<file path="src/rtl/cv32e40s_pkg.sv">
// Shared types for the PMP check scheduler: privilege levels, PMP access types,
// scheduler FSM states and the captured request used for the second half of a split.
package cv32e40s_pkg;

  typedef enum logic [1:0] {
    PRIV_LVL_U = 2'b00,
    PRIV_LVL_S = 2'b01,
    PRIV_LVL_M = 2'b11
  } privlvl_t;

  typedef enum logic [1:0] {
    PMP_ACC_EXEC  = 2'b00,
    PMP_ACC_WRITE = 2'b01,
    PMP_ACC_READ  = 2'b10
  } pmp_req_e;

  typedef enum logic [0:0] {
    PMP_SCHED_IDLE  = 1'b0,
    PMP_SCHED_SPLIT = 1'b1
  } pmp_sched_state_e;

  typedef struct packed {
    logic [33:0] addr;
    pmp_req_e    req_type;
    logic        dbg;
    privlvl_t    priv;
  } pmp_sched_req_t;

  // First byte of the word following addr; wraps at the top of the 34-bit space.
  function automatic logic [33:0] pmp_next_word(input logic [33:0] addr);
    return {addr[33:2] + 32'd1, 2'b00};
  endfunction

endpackage

</file>
<file path="src/rtl/cv32e40s_pmp_rr_arb.sv">
// Two-way round-robin arbiter: bit 0 = IF, bit 1 = LSU. A tie goes to the side
// that did not win last; the history only moves when a grant is actually taken.
module cv32e40s_pmp_rr_arb (
  input  logic       clk,
  input  logic       rst,
  input  logic [1:0] i_valid,
  input  logic       i_fire,
  output logic [1:0] o_gnt
);

  logic r_last_lsu;

  always_comb begin
    o_gnt = 2'b00;
    case (i_valid)
      2'b01:   o_gnt = 2'b01;
      2'b10:   o_gnt = 2'b10;
      2'b11:   o_gnt = r_last_lsu ? 2'b01 : 2'b10;
      default: o_gnt = 2'b00;
    endcase
  end

  always_ff @(posedge clk) begin
    if (rst) begin
      r_last_lsu <= 1'b0;
    end else if (i_fire) begin
      r_last_lsu <= o_gnt[1];
    end
  end

endmodule

</file>
<file path="src/rtl/cv32e40s_pmp_check_sched.sv">
// Shares one PMP checker between IF and LSU; LSU accesses crossing a word are checked
// in two halves. Optional sticky fault capture: CV32E40S_PMP_SCHED_ERR_CAPTURE_EN.
//   state           | meaning
//   PMP_SCHED_IDLE  | arbitrate, check granted request, unsplit response next cycle
//   PMP_SCHED_SPLIT | check second word of a split LSU access, both requesters stalled
module cv32e40s_pmp_check_sched
  import cv32e40s_pkg::*;
#(
  parameter int PMP_GRANULARITY = 0,
  parameter int PMP_NUM_REGIONS = 0
) (
  input  logic        clk,
  input  logic        rst,
  input  privlvl_t    priv_lvl_i,
  input  logic        if_req_valid_i,
  output logic        if_req_ready_o,
  input  logic [33:0] if_req_addr_i,
  input  logic        if_req_dbg_i,
  output logic        if_rsp_valid_o,
  output logic        if_rsp_err_o,
  input  logic        lsu_req_valid_i,
  output logic        lsu_req_ready_o,
  input  logic [33:0] lsu_req_addr_i,
  input  logic [1:0]  lsu_req_size_i,
  input  logic        lsu_req_we_i,
  input  logic        lsu_req_dbg_i,
  output logic        lsu_rsp_valid_o,
  output logic        lsu_rsp_err_o,
  output logic [33:0] pmp_req_addr_o,
  output pmp_req_e    pmp_req_type_o,
  output logic        pmp_req_dbg_o,
  output privlvl_t    pmp_priv_lvl_o,
  input  logic        pmp_req_err_i
`ifdef CV32E40S_PMP_SCHED_ERR_CAPTURE_EN
  ,
  output logic [33:0] err_addr_o,
  output pmp_req_e    err_type_o,
  output logic        err_valid_o,
  input  logic        err_clear_i
`endif
);

  // Granules are at least a word, so the second half always starts on the next word.
  if (PMP_GRANULARITY < 0 || PMP_NUM_REGIONS < 0) begin : g_bad_params
  end

  pmp_sched_state_e r_state;
  pmp_sched_req_t   r_req;
  logic             r_err0;
  logic             r_if_rsp_valid;
  logic             r_if_rsp_err;
  logic             r_lsu_rsp_valid;
  logic             r_lsu_rsp_err;

  logic [1:0]       w_gnt;
  logic             w_idle;
  logic             w_if_fire;
  logic             w_lsu_fire;
  logic [3:0]       w_lsu_span;
  logic             w_split;
  pmp_req_e         w_lsu_type;

  assign w_idle = (r_state == PMP_SCHED_IDLE);

  cv32e40s_pmp_rr_arb u_arb (
    .clk     (clk),
    .rst     (rst),
    .i_valid ({lsu_req_valid_i, if_req_valid_i}),
    .i_fire  (w_if_fire | w_lsu_fire),
    .o_gnt   (w_gnt)
  );

  assign if_req_ready_o  = w_idle & ~rst & w_gnt[0];
  assign lsu_req_ready_o = w_idle & ~rst & w_gnt[1];
  assign w_if_fire       = if_req_valid_i & if_req_ready_o;
  assign w_lsu_fire      = lsu_req_valid_i & lsu_req_ready_o;

  assign w_lsu_span = {2'b00, lsu_req_addr_i[1:0]} + (4'd1 << lsu_req_size_i);
  assign w_split    = (w_lsu_span > 4'd4);

  always_comb begin
    if (lsu_req_we_i) w_lsu_type = PMP_ACC_WRITE;
    else              w_lsu_type = PMP_ACC_READ;
  end

  always_comb begin
    pmp_req_addr_o = '0;
    pmp_req_type_o = PMP_ACC_READ;
    pmp_req_dbg_o  = 1'b0;
    pmp_priv_lvl_o = priv_lvl_i;
    if (!w_idle) begin
      pmp_req_addr_o = pmp_next_word(r_req.addr);
      pmp_req_type_o = r_req.req_type;
      pmp_req_dbg_o  = r_req.dbg;
      pmp_priv_lvl_o = r_req.priv;
    end else if (w_if_fire) begin
      pmp_req_addr_o = if_req_addr_i;
      pmp_req_type_o = PMP_ACC_EXEC;
      pmp_req_dbg_o  = if_req_dbg_i;
    end else if (w_lsu_fire) begin
      pmp_req_addr_o = lsu_req_addr_i;
      pmp_req_type_o = w_lsu_type;
      pmp_req_dbg_o  = lsu_req_dbg_i;
    end
  end

  always_ff @(posedge clk) begin
    if (rst) begin
      r_state         <= PMP_SCHED_IDLE;
      r_req           <= '0;
      r_err0          <= 1'b0;
      r_if_rsp_valid  <= 1'b0;
      r_if_rsp_err    <= 1'b0;
      r_lsu_rsp_valid <= 1'b0;
      r_lsu_rsp_err   <= 1'b0;
    end else begin
      r_if_rsp_valid  <= w_if_fire;
      r_if_rsp_err    <= w_if_fire & pmp_req_err_i;
      r_lsu_rsp_valid <= 1'b0;
      r_lsu_rsp_err   <= 1'b0;
      case (r_state)
        PMP_SCHED_IDLE: begin
          if (w_lsu_fire) begin
            if (w_split) begin
              r_state        <= PMP_SCHED_SPLIT;
              r_err0         <= pmp_req_err_i;
              r_req.addr     <= lsu_req_addr_i;
              r_req.req_type <= w_lsu_type;
              r_req.dbg      <= lsu_req_dbg_i;
              r_req.priv     <= priv_lvl_i;
            end else begin
              r_lsu_rsp_valid <= 1'b1;
              r_lsu_rsp_err   <= pmp_req_err_i;
            end
          end
        end
        PMP_SCHED_SPLIT: begin
          r_lsu_rsp_valid <= 1'b1;
          r_lsu_rsp_err   <= r_err0 | pmp_req_err_i;
          r_state         <= PMP_SCHED_IDLE;
        end
        default: r_state <= PMP_SCHED_IDLE;
      endcase
    end
  end

  assign if_rsp_valid_o  = r_if_rsp_valid;
  assign if_rsp_err_o    = r_if_rsp_err;
  assign lsu_rsp_valid_o = r_lsu_rsp_valid;
  assign lsu_rsp_err_o   = r_lsu_rsp_err;

`ifdef CV32E40S_PMP_SCHED_ERR_CAPTURE_EN
  logic        r_err_valid;
  logic [33:0] r_err_addr;
  pmp_req_e    r_err_type;
  logic        w_check;

  assign w_check = w_if_fire | w_lsu_fire | ~w_idle;

  // Clear has priority so software never loses a clear to a racing fault.
  always_ff @(posedge clk) begin
    if (rst) begin
      r_err_valid <= 1'b0;
      r_err_addr  <= '0;
      r_err_type  <= PMP_ACC_READ;
    end else if (err_clear_i) begin
      r_err_valid <= 1'b0;
    end else if (w_check && pmp_req_err_i && !r_err_valid) begin
      r_err_valid <= 1'b1;
      r_err_addr  <= pmp_req_addr_o;
      r_err_type  <= pmp_req_type_o;
    end
  end

  assign err_valid_o = r_err_valid;
  assign err_addr_o  = r_err_addr;
  assign err_type_o  = r_err_type;
`endif

endmodule

</file>
<file path="config.mk">
export PLATFORM = sky130hd
export DESIGN_NAME = cv32e40s_pmp_check_sched
export DESIGN_NICKNAME = d
export VERILOG_FILES = /design/src/rtl/cv32e40s_pkg.sv /design/src/rtl/cv32e40s_pmp_rr_arb.sv /design/src/rtl/cv32e40s_pmp_check_sched.sv
export SDC_FILE = /design/constraint.sdc
export NUM_CORES = 1
export LEC_CHECK = 0
export CAP_MARGIN = 20
export CORE_MARGIN = 10
export CORE_UTILIZATION = 43
export DETAILED_ROUTE_END_ITERATION = 8
export PLACE_DENSITY = 0.79
export SLEW_MARGIN = 0
export SYNTH_ARGS = -nofsm -noshare
export SYNTH_HDL_FRONTEND = slang
export SYNTH_SLANG_ARGS = --single-unit
</file>
<file path="constraint.sdc">
create_clock -name clk -period 3 [get_ports clk]
set_clock_uncertainty 0.15 [all_clocks]
set_input_delay 0.75 -clock clk [delete_from_list [all_inputs] [get_ports clk]]
set_output_delay 0.75 -clock clk [all_outputs]
set_load 0.01 [all_outputs]
</file>
==> impl_metrics.ini <==
[hold_path]
hold_depth = 2
hold_path.class = flip-flop to flip-flop

[pwr]
leakage_nw = 1.95
pwr-share-clk_pct = 26.4
switching_share_pct = 29.8
switching_power_uw = 445
power.density_nw_per_um2 = 315
power.internal_mw = 1.05
p_comb_share_pct = 31.5
pwr-share-seq_pct = 42.1
ir_drop_uv = 203

[layout]
fin_util_pct = 73.8
mostFrequentLayoutCell = nand2_1
drive_gt1_share_pct = 26.8
diodes = 0
fin_cells = 634
nets = 640
layout_common_cells = nand2_1 (87), clkdlybuf4s50_1 (79), buf_4 (59)
syn2layout_area_growth_pct = 65.6

[global_routing]
grt_remaining_overflow = 0
track_usage_pct = 22.0
grt_max_degree = 30
first_global_vias = 3687
antenna_found_initial = 0
grt_pass1_wl_mm = 18.2

[timing]
fmax_ghz = 0.341
hold_violations = 0
drv_slew = 0
period_share_pct = 97.7
max_slew.worst_pin.slew_ps = 339
slew_headroom_pct = 77.4
period_needed_ps = 2930
setup_viol = 0

[run_status]
status = completed

[clocking]
holdBufCountCts = 0
htreeDepth = 2
clk_root_buffer_cell = clkbuf_8
cts_sinks = 44
cts_max_path_buffers = 2
clk_latency_ps = 290
clk_pin_slew_ps = 80
cts_tree = yes
cts_buffers = 5

[die]
die_h_um = 102
initial_core_util_pct = 44.6
fp-row-count = 29
core_um2 = 6420
die_w_um = 102
die_area_um2 = 10300
pin_count = 125

[drt]
drtPass1Iterations = 6
ant_nets = 0
drtIter0Drc = 197
avgViaCountPerCell = 5.67
wl_per_cell_um = 18.7
wirelength_mm = 11.9
drc = 0
num_vias = 3593

[synth]
post_synth.cell_area_avg_um2 = 7.54
synth_area_leaders = dfxtp_1 (31%), nand2_1 (12%), a21oi_1 (7.9%)
mappedNetlistNets = 464
synth-seq-cells = 44
ys_seq_area_share_pct = 30.8
synthArstFlopShare_pct = 0
synth-edff-count = 0
synth.distinct_cells = 51
synth_area_um2 = 2860
synth_flop_cell = dfxtp_1
yosys.area.top_type = dfxtp_1
yosysWarningCount = 0
synth_top_area_share_pct = 30.8
synthCells = 380

[placed_design]
hpwlAfterDp_mm = 8.23
dp.cells = 612
gp_congestion = 0.854
io_buffers = 124

[setup_path]
r2r_cells = 10
cp-end-kind = output port
cp_max_fo = 7
cp-start-kind = primary input
r2r_slack_ps = 860
cp_data_required_time_ps = 2100
path_class = primary input to output port
worst-endpoint-arrival_ps = 2030

[job]
max_cap_viol_count = 0
[through the flow]
step                      cell area [µm²]  hold WS, ps  worst slack [ps]  total power, mW  TNS (ps)
after floorplan                      2860          283              50.4            0.811         0
after global placement               4550          290              -715             1.09    -35010
after detailed placement             4550          300              -769             1.10    -39710
after CTS                            4650          312             -56.9             1.48     -56.9
after global routing                 4740          341             -58.1             1.56      -141
final                                4740          313              68.9             1.50         0
[per-layer routing]
layer	up-vias	part of all wire (%)	GRT usage (%)
met2	165	51	40.2
met1	1679	37	23.7
met4	0	3.2	8.91
met3	29	8.5	5.17
met5	-	0	0
li1	1720	-	-
[power by group through the flow]
stage          Combinational [mW]  Sequential [mW]  Clock (mW)
5_1_grt                     0.508            0.632       0.417
4_1_cts                     0.460            0.627       0.397
6_report                    0.471            0.630       0.395
3_3_place_gp                0.454            0.638           0
3_5_place_dp                0.463            0.640           0
2_1_floorplan               0.171            0.641           0
[worst max-delay path, cell delays in order]
cell	delay, ps
buf_6	80
buf_6	100
nand2b_4	60
nor3b_4	330
buf_12	180
buf_8	110
buf_4	110
a22oi_1	80
o21ai_1	80
buf_2	140
[synthesized netlist by cell type, types with 2 or more instances]
library cell / instances
xnor2_1: 12
xor2_1: 15
nor2b_1: 2
o21ai_0: 16
nand2_1: 88
nand4_2: 2
dfxtp_1: 44
mux2_2: 2
o21ai_1: 3
a22oi_1: 16
nor3_2: 2
a21oi_1: 45
buf_2: 5
clkbuf_1: 13
o21ai_2: 2
a22o_1: 3
buf_1: 3
a221oi_1: 7
buf_6: 4
mux2i_1: 3
nor2_1: 12
and3_1: 5
a222oi_1: 9
nand4_1: 8
inv_1: 12
nor3_1: 7
ha_1: 3
nand3_1: 12
a31oi_1: 2
nor4_1: 2
[registers in the layout, summed over array words and instances (netlist names)]
name	count
r_req	37
if_rsp_err_o	1
if_rsp_valid_o	1
lsu_rsp_err_o	1
lsu_rsp_valid_o	1
r_err0	1
r_state	1
u_arb.r_last_lsu	1
[path summary, 6_finish.rpt]
check                       start                 end
hold reg to reg          r_req[0]            r_req[0]
setup reg to reg          r_state           r_req[27]
setup / recovery  lsu_req_valid_i  pmp_req_addr_o[18]
hold / removal           r_req[0]            r_req[0]
[timing repair]
action                                  in CTS  in global routing
setup buffers                                6                  6
pin swaps                                   10                  9
endpoints found under the setup margin      74                 66
resized for setup                          162                 24
gates cloned                                 2                  1
[logic make-up after synthesis]
| group | after synthesis | synth area share [%] |
|---|---|---|
| DFF | 44 | 30.8 |
| buffers and inverters | 38 | 6.42 |
| and+or+nand+nor | 153 | 26.4 |
| xor gates and xnor gates | 27 | 8.26 |
| adders and majority gates | 4 | 2.01 |
| muxes | 5 | 1.83 |
| AOI/OAI and AO/OA | 109 | 24.3 |
[final cells by class]
cell class,count,area [µm²]
multi-input cells,298,1910
fillers,485,1680
well taps,77,96.3
clock buffers,6,82.6
flip-flops and latches,44,887
repair buffers,195,1710
inverters,12,45.0
clock inverters,2,10.0
Power figures use the tool's default switching activity.
